`config.mk`:
```
export PLATFORM = sky130hd
export DESIGN_NAME = dpu_alu
export DESIGN_NICKNAME = d
export VERILOG_FILES = /design/src/rtl/dpu_alu.sv
export SDC_FILE = /design/constraint.sdc
export NUM_CORES = 1
export LEC_CHECK = 0
export ABC_CLOCK_PERIOD_IN_PS = 900
export CORE_UTILIZATION = 54
export CTS_BUF_LIST = sky130_fd_sc_hd__clkbuf_16
export CTS_CLUSTER_SIZE = 20
export DETAILED_ROUTE_END_ITERATION = 16
export HOLD_SLACK_MARGIN = 0.03
export PLACE_DENSITY = 0.82
export SLEW_MARGIN = 25
export SYNTH_ARGS = -nofsm -noshare
export SYNTH_HDL_FRONTEND = slang
export SYNTH_SLANG_ARGS = --single-unit
```
`constraint.sdc`:
```
create_clock -name clk -period 0.9 [get_ports clk]
set_clock_uncertainty 0.05 [all_clocks]
set_input_delay 0.135 -clock clk [delete_from_list [all_inputs] [get_ports clk]]
set_output_delay 0.135 -clock clk [all_outputs]
set_load 0.05 [all_outputs]
```
`src/rtl/dpu_alu.sv`:
```
// dpu_alu: 8-bit datapath ALU with registered result and {N,Z,C,V} condition codes.
// Latency: one cycle from an accepted operation (in_valid=1 at an edge) to tr/cc/out_valid.
// Backpressure: none; an operation is accepted on every edge where in_valid=1.
module dpu_alu (
  input  logic       clk,
  input  logic       rst_n,
  input  logic [7:0] a,
  input  logic [7:0] b,
  input  logic [2:0] n,
  input  logic       in_valid,
  output logic [7:0] tr,
  output logic [3:0] cc,
  output logic       out_valid
);

  localparam logic [2:0] OP_ADD  = 3'd0;
  localparam logic [2:0] OP_SUB  = 3'd1;
  localparam logic [2:0] OP_AND  = 3'd2;
  localparam logic [2:0] OP_OR   = 3'd3;
  localparam logic [2:0] OP_XOR  = 3'd4;
  localparam logic [2:0] OP_SHL  = 3'd5;
  localparam logic [2:0] OP_SHR  = 3'd6;
  localparam logic [2:0] OP_PASS = 3'd7;

  logic [7:0] tr_q, tr_d;
  logic [3:0] cc_q, cc_d;
  logic       vld_q;

  logic [8:0] sum9;
  logic [8:0] diff9;
  logic [7:0] res;
  logic       c_flag;
  logic       v_flag;

  // Both the sum and the difference are computed one bit wider so the extra bit
  // is directly the carry (ADD) or the borrow (SUB, set iff a < b unsigned).
  assign sum9  = {1'b0, a} + {1'b0, b};
  assign diff9 = {1'b0, a} - {1'b0, b};

  // Result, carry and overflow for the selected opcode; b is unused by shifts and PASS.
  always_comb begin
    res    = 8'h00;
    c_flag = 1'b0;
    v_flag = 1'b0;
    unique case (n)
      OP_ADD: begin
        res    = sum9[7:0];
        c_flag = sum9[8];
        v_flag = (a[7] == b[7]) && (sum9[7] != a[7]);
      end
      OP_SUB: begin
        res    = diff9[7:0];
        c_flag = diff9[8];
        v_flag = (a[7] != b[7]) && (diff9[7] != a[7]);
      end
      OP_AND:  res = a & b;
      OP_OR:   res = a | b;
      OP_XOR:  res = a ^ b;
      OP_SHL: begin
        res    = {a[6:0], 1'b0};
        c_flag = a[7];
      end
      OP_SHR: begin
        res    = {1'b0, a[7:1]};
        c_flag = a[0];
      end
      OP_PASS: res = a;
      default: res = 8'h00;
    endcase
  end

  // Next-state: load a new result on an accepted operation, otherwise hold.
  always_comb begin
    tr_d = tr_q;
    cc_d = cc_q;
    if (in_valid) begin
      tr_d = res;
      cc_d = {res[7], (res == 8'h00), c_flag, v_flag};
    end
  end

  // Output registers; reset clears them asynchronously, discarding any pending result.
  always_ff @(posedge clk or negedge rst_n) begin
    if (!rst_n) begin
      tr_q  <= 8'h00;
      cc_q  <= 4'b0000;
      vld_q <= 1'b0;
    end else begin
      tr_q  <= tr_d;
      cc_q  <= cc_d;
      vld_q <= in_valid;
    end
  end

  assign tr        = tr_q;
  assign cc        = cc_q;
  assign out_valid = vld_q;

endmodule

```
==> key figures, run 1 <==
Outcome
  – Outcome: did not finish
  – Failing step: clock tree synthesis (4_1_cts)
  – Log Error: [ERROR DPL-0038] Utilization greater than 100%, impossible to legalize

Logic synthesis
  – Compound-Gate Fraction of Synth Area: between 20 and 30%
  – #FFs+latches synth: 12
  – Sequential fraction of the synthesis area: between 10% and 20%
  – Synth Instances: about 240
  – Top FF cell, synth: dfrtp_1
  – Combinational family with the most area after synthesis: compound AO/OA/AOI/OAI gates
  – Post-synth top cells: inv_1 (32), ha_1 (24), nor2_1 (19)
  – Area fraction of the dominant cell type after synthesis: 15.7%
  – XOR/XNOR share of the synthesized area: 2.74%
  – Top cells by area, synth: dfrtp_1 (16%), ha_1 (16%), inv_1 (6.3%)
  – Syn Std Cell Area: ~1900 sq um
  – Post-synth EDFFs: 0
  – Syn_area_per_cell: between 8 and 9 sq um
  – Post-synth ARST share: between 90% and 100%
  – Synth Area in Simple Gates: around 16%
  – YS warnings: 0
  – Distinct cells, synth: 58
  – Mux contribution to synthesized area: approximately 11%
  – Top-count cell post-synth: inv_1
  – Synth area leader: dfrtp_1
  – Post-Synth Adder-Cell Area: 17.7%
  – Synth Net Count: between 200 and 300

Placed design
  – Dpl hpwl: between 6000 and 7000 um
  – RD Place Congestion: 0.951
  – Dpl ws: -1.98 ns
  – Port bufs: 34

Clock network
  – Clock Tree Root: clkbuf_16
  – Cts bufs inserted: 3
  – CTS resizes: 83
  – CTS H-tree depth: 1
  – Hold-fix buffers, CTS: 0
  – Clk buf depth: 2
  – Clk sinks: 12
  – Post-CTS Setup Inserts: 21

Floorplanning
  – Rows: 21
  – I/O Pins: 35
  – Die X: ~60 um
  – Starting density of the core: between 50% and 60%
  – Die Y: around 60 um
-- metrics by stage --
step	hold WS [ns]	area (sq um)	TNS, ns	std cells
detailed placement	0.443	3110	-19.44	379
global placement	0.423	3110	-17.91	379
floorplan	-0.211	2090	-8.96	235
-- kinds of logic after synthesis --
family          after synthesis
compound gates               72
flops                        12
buf+inv                      45
xor+xnor                      6
mux                          17
fa+ha+maj                    26
simple gates                 57
==> inputs of run 2 (changes only) <==
- CORE_UTILIZATION: 54 -> 40
- CTS_BUF_LIST: sky130_fd_sc_hd__clkbuf_16 -> not set
- CTS_CLUSTER_SIZE: 20 -> not set
- HOLD_SLACK_MARGIN: 0.03 -> not set
- PLACE_DENSITY: 0.82 -> not set
- PLACE_DENSITY_LB_ADDON: not set -> 0.15
==> run 2 against run 1 <==
The flow now finishes, with violations (design-rule violations, negative setup slack). Synthesized cell count unchanged. Synthesized area did not move.
==> key figures, run 2 <==
Layout
  – Util after Layout: 82.5%
  – Final nets: 407
  – Commonest non-fill, non-tap cell in the layout: buf_4
  – Area delta synth->final: 92.5%
  – Commonest cells after routing, fill and taps aside: buf_4 (81), inv_1 (19), nor2_1 (19), buf_6 (17), buf_12 (16)
  – Share of layout cells above drive strength 1: roughly 57%
  – Diode count: 0
  – Largest register FFs: 8

Logic synthesis
  – Post-synth top cells: inv_1 (32), ha_1 (24), nor2_1 (19)
  – Synth Instances: 235 (unchanged)
  – Syn_area_per_cell: 8.16 sq um (unchanged)
  – Top FF cell, synth: dfrtp_1
  – Top cells by area, synth: dfrtp_1 (16%), ha_1 (16%), inv_1 (6.3%)
  – Syn Std Cell Area: 1920 sq um (unchanged)
  – Post-synth EDFFs: 0 (unchanged)
  – Synth area leader: dfrtp_1
  – Post-synth ARST share: 100% (unchanged)
  – #FFs+latches synth: 12 (unchanged)
  – Distinct cells, synth: 58 (unchanged)
  – Area fraction of the dominant cell type after synthesis: 15.7% (unchanged)
  – YS warnings: 0 (unchanged)
  – Sequential fraction of the synthesis area: 15.7% (unchanged)
  – Synth Net Count: 283 (unchanged)
  – Top-count cell post-synth: inv_1

Clock network
  – CTS tree: done
  – Clock Tree Root: clkbuf_8
  – Reg clk slew, reported paths: about 0.06 ns
  – Hold-fix buffers, CTS: 0 (unchanged)
  – CTS H-tree depth: 1 (unchanged)
  – Clk sinks: 12 (unchanged)
  – Clk buf depth: 2 (unchanged)
  – Cts bufs inserted: 3 (unchanged)
  – Worst-Skew Late Latency: between 0.2 and 0.3 ns

Timing
  – Fmax: between 400 and 500 MHz
  – Final worst slack: -1.31 ns
  – Final Setup Violations: 24
  – Final hold vios: 0
  – Post-route minimum period: around 2.2 ns
  – Actual slew at the worst max-slew pin: about 0.45 ns
  – Crit share post-route: 245%
  – RSZ-0062 raised after global routing: yes
  – Worst rel slew slack: between 60% and 70%
  – Slew Limit Fails: 0

Global routing
  – Vias in the first global route: 2338
  – GRT Residual Overflow: 0
  – Antenna violations before repair: 0
  – Pin count of the biggest net entering global routing: 15
  – Gr usage total: between 20% and 30%
  – First-pass GRT wire length: ~11000 um

Critical path
  – CP max FO: 2
  – CP Launch Type: input pin
  – Worst path arrival time: about 2.3 ns
  – Setup Crit Path Kind: in2reg
  – Required time of the critical path: 1.00 ns
  – CP endpoint kind: flip-flop

Run
  – Max Cap Viol: 0

Placed design
  – Dpl hpwl: 5040 um (-22%)
  – Dpl ws: -1.99 ns (-0.00622 ns)
  – RD Place Congestion: 0.915 (-3.8%)
  – Port bufs: 34 (unchanged)

Drt
  – First-pass DRT Iterations: 11
  – Vias: 2354
  – Drt drc: 3
  – Wire length per cell: between 15 and 20 um
  – Average via count per standard cell: roughly 5.7
  – DRT Wirelength: between 7000 and 8000 um
  – Final ANT Viol Nets: 0
  – DR iter-0 viols: 147

Power
  – P_leak: around 1.7 nW
  – Pwr dens: 1100 nW/um^2
  – Worst VDD drop: between 1 and 1.5 mV
  – Total Power: ~4.1 mW

Floorplanning
  – Die Y: 71.2 um (+16%)
  – Core ar.: 4470 sq um
  – Die X: 71.2 um (+16%)
  – I/O Pins: 35 (unchanged)
  – Die footprint: slightly above 5000 sq um
  – Starting density of the core: 42.9% (-14 points)
  – Rows: 24 (+14%)

Outcome
  – Failing checks: design-rule violations, negative setup slack
  – Outcome: finished with violations

Worst hold path
  – Worst hold path class: in2async
-- run 2: cell counts after synthesis --
Identical to the previous run, type by type.
-- run 2: critical path, cell delays in order --
cell and delay [ns]:
buf_12 0.11, inv_12 0.05, ha_4 0.13, inv_2 0.04, fa_2 0.41, xnor2_2 0.14
mux4_2 0.49, a211oi_2 0.23, a21oi_2 0.07, nor4_2 0.16, nand3_1 0.12, o32ai_2 0.22
-- run 2: layout make-up --
class	count	area, sq um
clock buffer	4	55.1
fill	247	782
inverter	32	156
multi-input combinational	178	1830
sequential	12	302
tap	52	65.1
timing repair buffer	132	1290
-- run 2: routing by layer --
layer	GRT usage (%)	part of all wire (%)	wire length [um]	vias to the layer above
li1	-	-	-	1097
met1	36.4	41	3200	1138
met2	48.8	51	4020	95
met3	3.52	4.8	373	24
met4	8.22	2.9	229	0
met5	0	0	0	-
-- run 2: repair_timing --
action	CTS	global route
buffers inserted	19	10
resized for setup	75	56
endpoints found under the setup margin	24	24
pin swaps	29	42
-- run 2: path summary, 6_finish.rpt --
kind / to / depth (start not counted) / start / slack (ns)
worst max-delay path: cc[2] / 12 / a[0] / -1.31
worst min-delay path: cc[0] / 2 / rst_n / 0.17
worst max register to register: cc[1] / 4 / cc[1] / -0.15
worst min register to register: tr[0] / 1 / tr[0] / 0.50
max in group asynchronous: tr[7] / 2 / rst_n / 0.50
min in group clk: tr[0] / 1 / tr[0] / 0.50
-- run 2: logic make-up after synthesis --
family | count (synthesis) | synth area share, %
AOI/OAI and AO/OA | 72 | 27.1
xor gates and xnor gates | 6 | 2.74
adders and majority gates | 26 | 17.7
buffers and inverters | 45 | 9.98
DFF | 12 | 15.7
muxes | 17 | 11.2
and+or+nand+nor | 57 | 15.6
-- run 2: through the flow --
| stage | setup TNS [ns] | area [sq um] | hold WS (ns) | cells |
|---|---|---|---|---|
| after floorplan | -8.96 | 2090 | -0.211 | 235 |
| after global placement | -18.07 | 3110 | 0.422 | 385 |
| after detailed placement | -18.52 | 3110 | 0.438 | 385 |
| after CTS | -12.91 | 3430 | 0.173 | 404 |
| after global routing | -13.71 | 3690 | 0.198 | 410 |
| final | -12.90 | 3690 | 0.174 | 410 |
-- run 2: power by group --
group	internal (mW)	switching, mW	leakage (nW)
sequential	0.622	0.0975	0.143
clock	0.387	0.217	0.0288
combinational	1.41	1.32	1.50
total	2.42	1.63	1.67
Power figures use the tool's default switching activity.
==> inputs of run 3 (changes only) <==
- CELL_PAD_IN_SITES_DETAIL_PLACEMENT: not set -> 1
- CELL_PAD_IN_SITES_GLOBAL_PLACEMENT: not set -> 1
- CORE_UTILIZATION: 40 -> 39
==> run 3 against run 2 <==
The run now fails in clock tree synthesis (4_1_cts). Synthesized area is the same. Synthesized cell count is the same.
==> key figures, run 3 <==
Logic synthesis
  – Distinct cells, synth: 58 (unchanged)
  – Syn_area_per_cell: 8.16 sq um (unchanged)
  – Synth Net Count: 283 (unchanged)
  – YS warnings: 0 (unchanged)
  – #FFs+latches synth: 12 (unchanged)
  – Synth Instances: 235 (unchanged)
  – Top cells by area, synth: dfrtp_1 (16%), ha_1 (16%), inv_1 (6.3%)
  – Area fraction of the dominant cell type after synthesis: 15.7% (unchanged)
  – Post-synth top cells: inv_1 (32), ha_1 (24), nor2_1 (19)
  – Post-synth EDFFs: 0 (unchanged)
  – Top-count cell post-synth: inv_1
  – Sequential fraction of the synthesis area: 15.7% (unchanged)
  – Top FF cell, synth: dfrtp_1
  – Syn Std Cell Area: 1920 sq um (unchanged)
  – Post-synth ARST share: 100% (unchanged)
  – Synth area leader: dfrtp_1

Clock network
  – Clk buf depth: 2 (unchanged)
  – Clk sinks: 12 (unchanged)
  – Hold-fix buffers, CTS: 0 (unchanged)
  – CTS H-tree depth: 1 (unchanged)
  – Post-CTS Setup Inserts: 29 (+10)
  – Cts bufs inserted: 3 (unchanged)
  – Clock Tree Root: clkbuf_8
  – CTS resizes: 87 (+16%)

Floorplanning
  – Die Y: 72.1 um (+1.2%)
  – Rows: 25 (+4.2%)
  – Starting density of the core: 40.6% (-2.3 points)
  – I/O Pins: 35 (unchanged)
  – Die X: 72.1 um (+1.2%)

Outcome
  – Failing step: clock tree synthesis (4_1_cts)
  – Log Error: [ERROR DPL-0033] detailed placement checks failed during check placement.
  – Outcome: did not finish

Placed design
  – Cell Area, Placed: 3140 sq um (+1.0%)
  – Dpl hpwl: 7100 um (+41%)
  – Port bufs: 34 (unchanged)
  – RD Place Congestion: 0.912 (-0.35%)
[run 3: cell counts after synthesis]
No cell type changed its count.
[run 3: cells by family after synthesis]
kind of cell,share of synthesized area [%]
and+or+nand+nor,15.6
xor gates and xnor gates,2.74
DFF,15.7
buffers and inverters,9.98
AOI/OAI and AO/OA,27.1
muxes,11.2
adders and majority gates,17.7
[run 3: through the flow]
step	setup WS (ns)	TNS, ns	hold WS [ns]	util, %	cells
after floorplan	-1.20	-8.96	-0.211	-	235
after global placement	-1.90	-18.49	0.422	66.5	400
after detailed placement	-2.10	-20.20	0.428	66.5	400
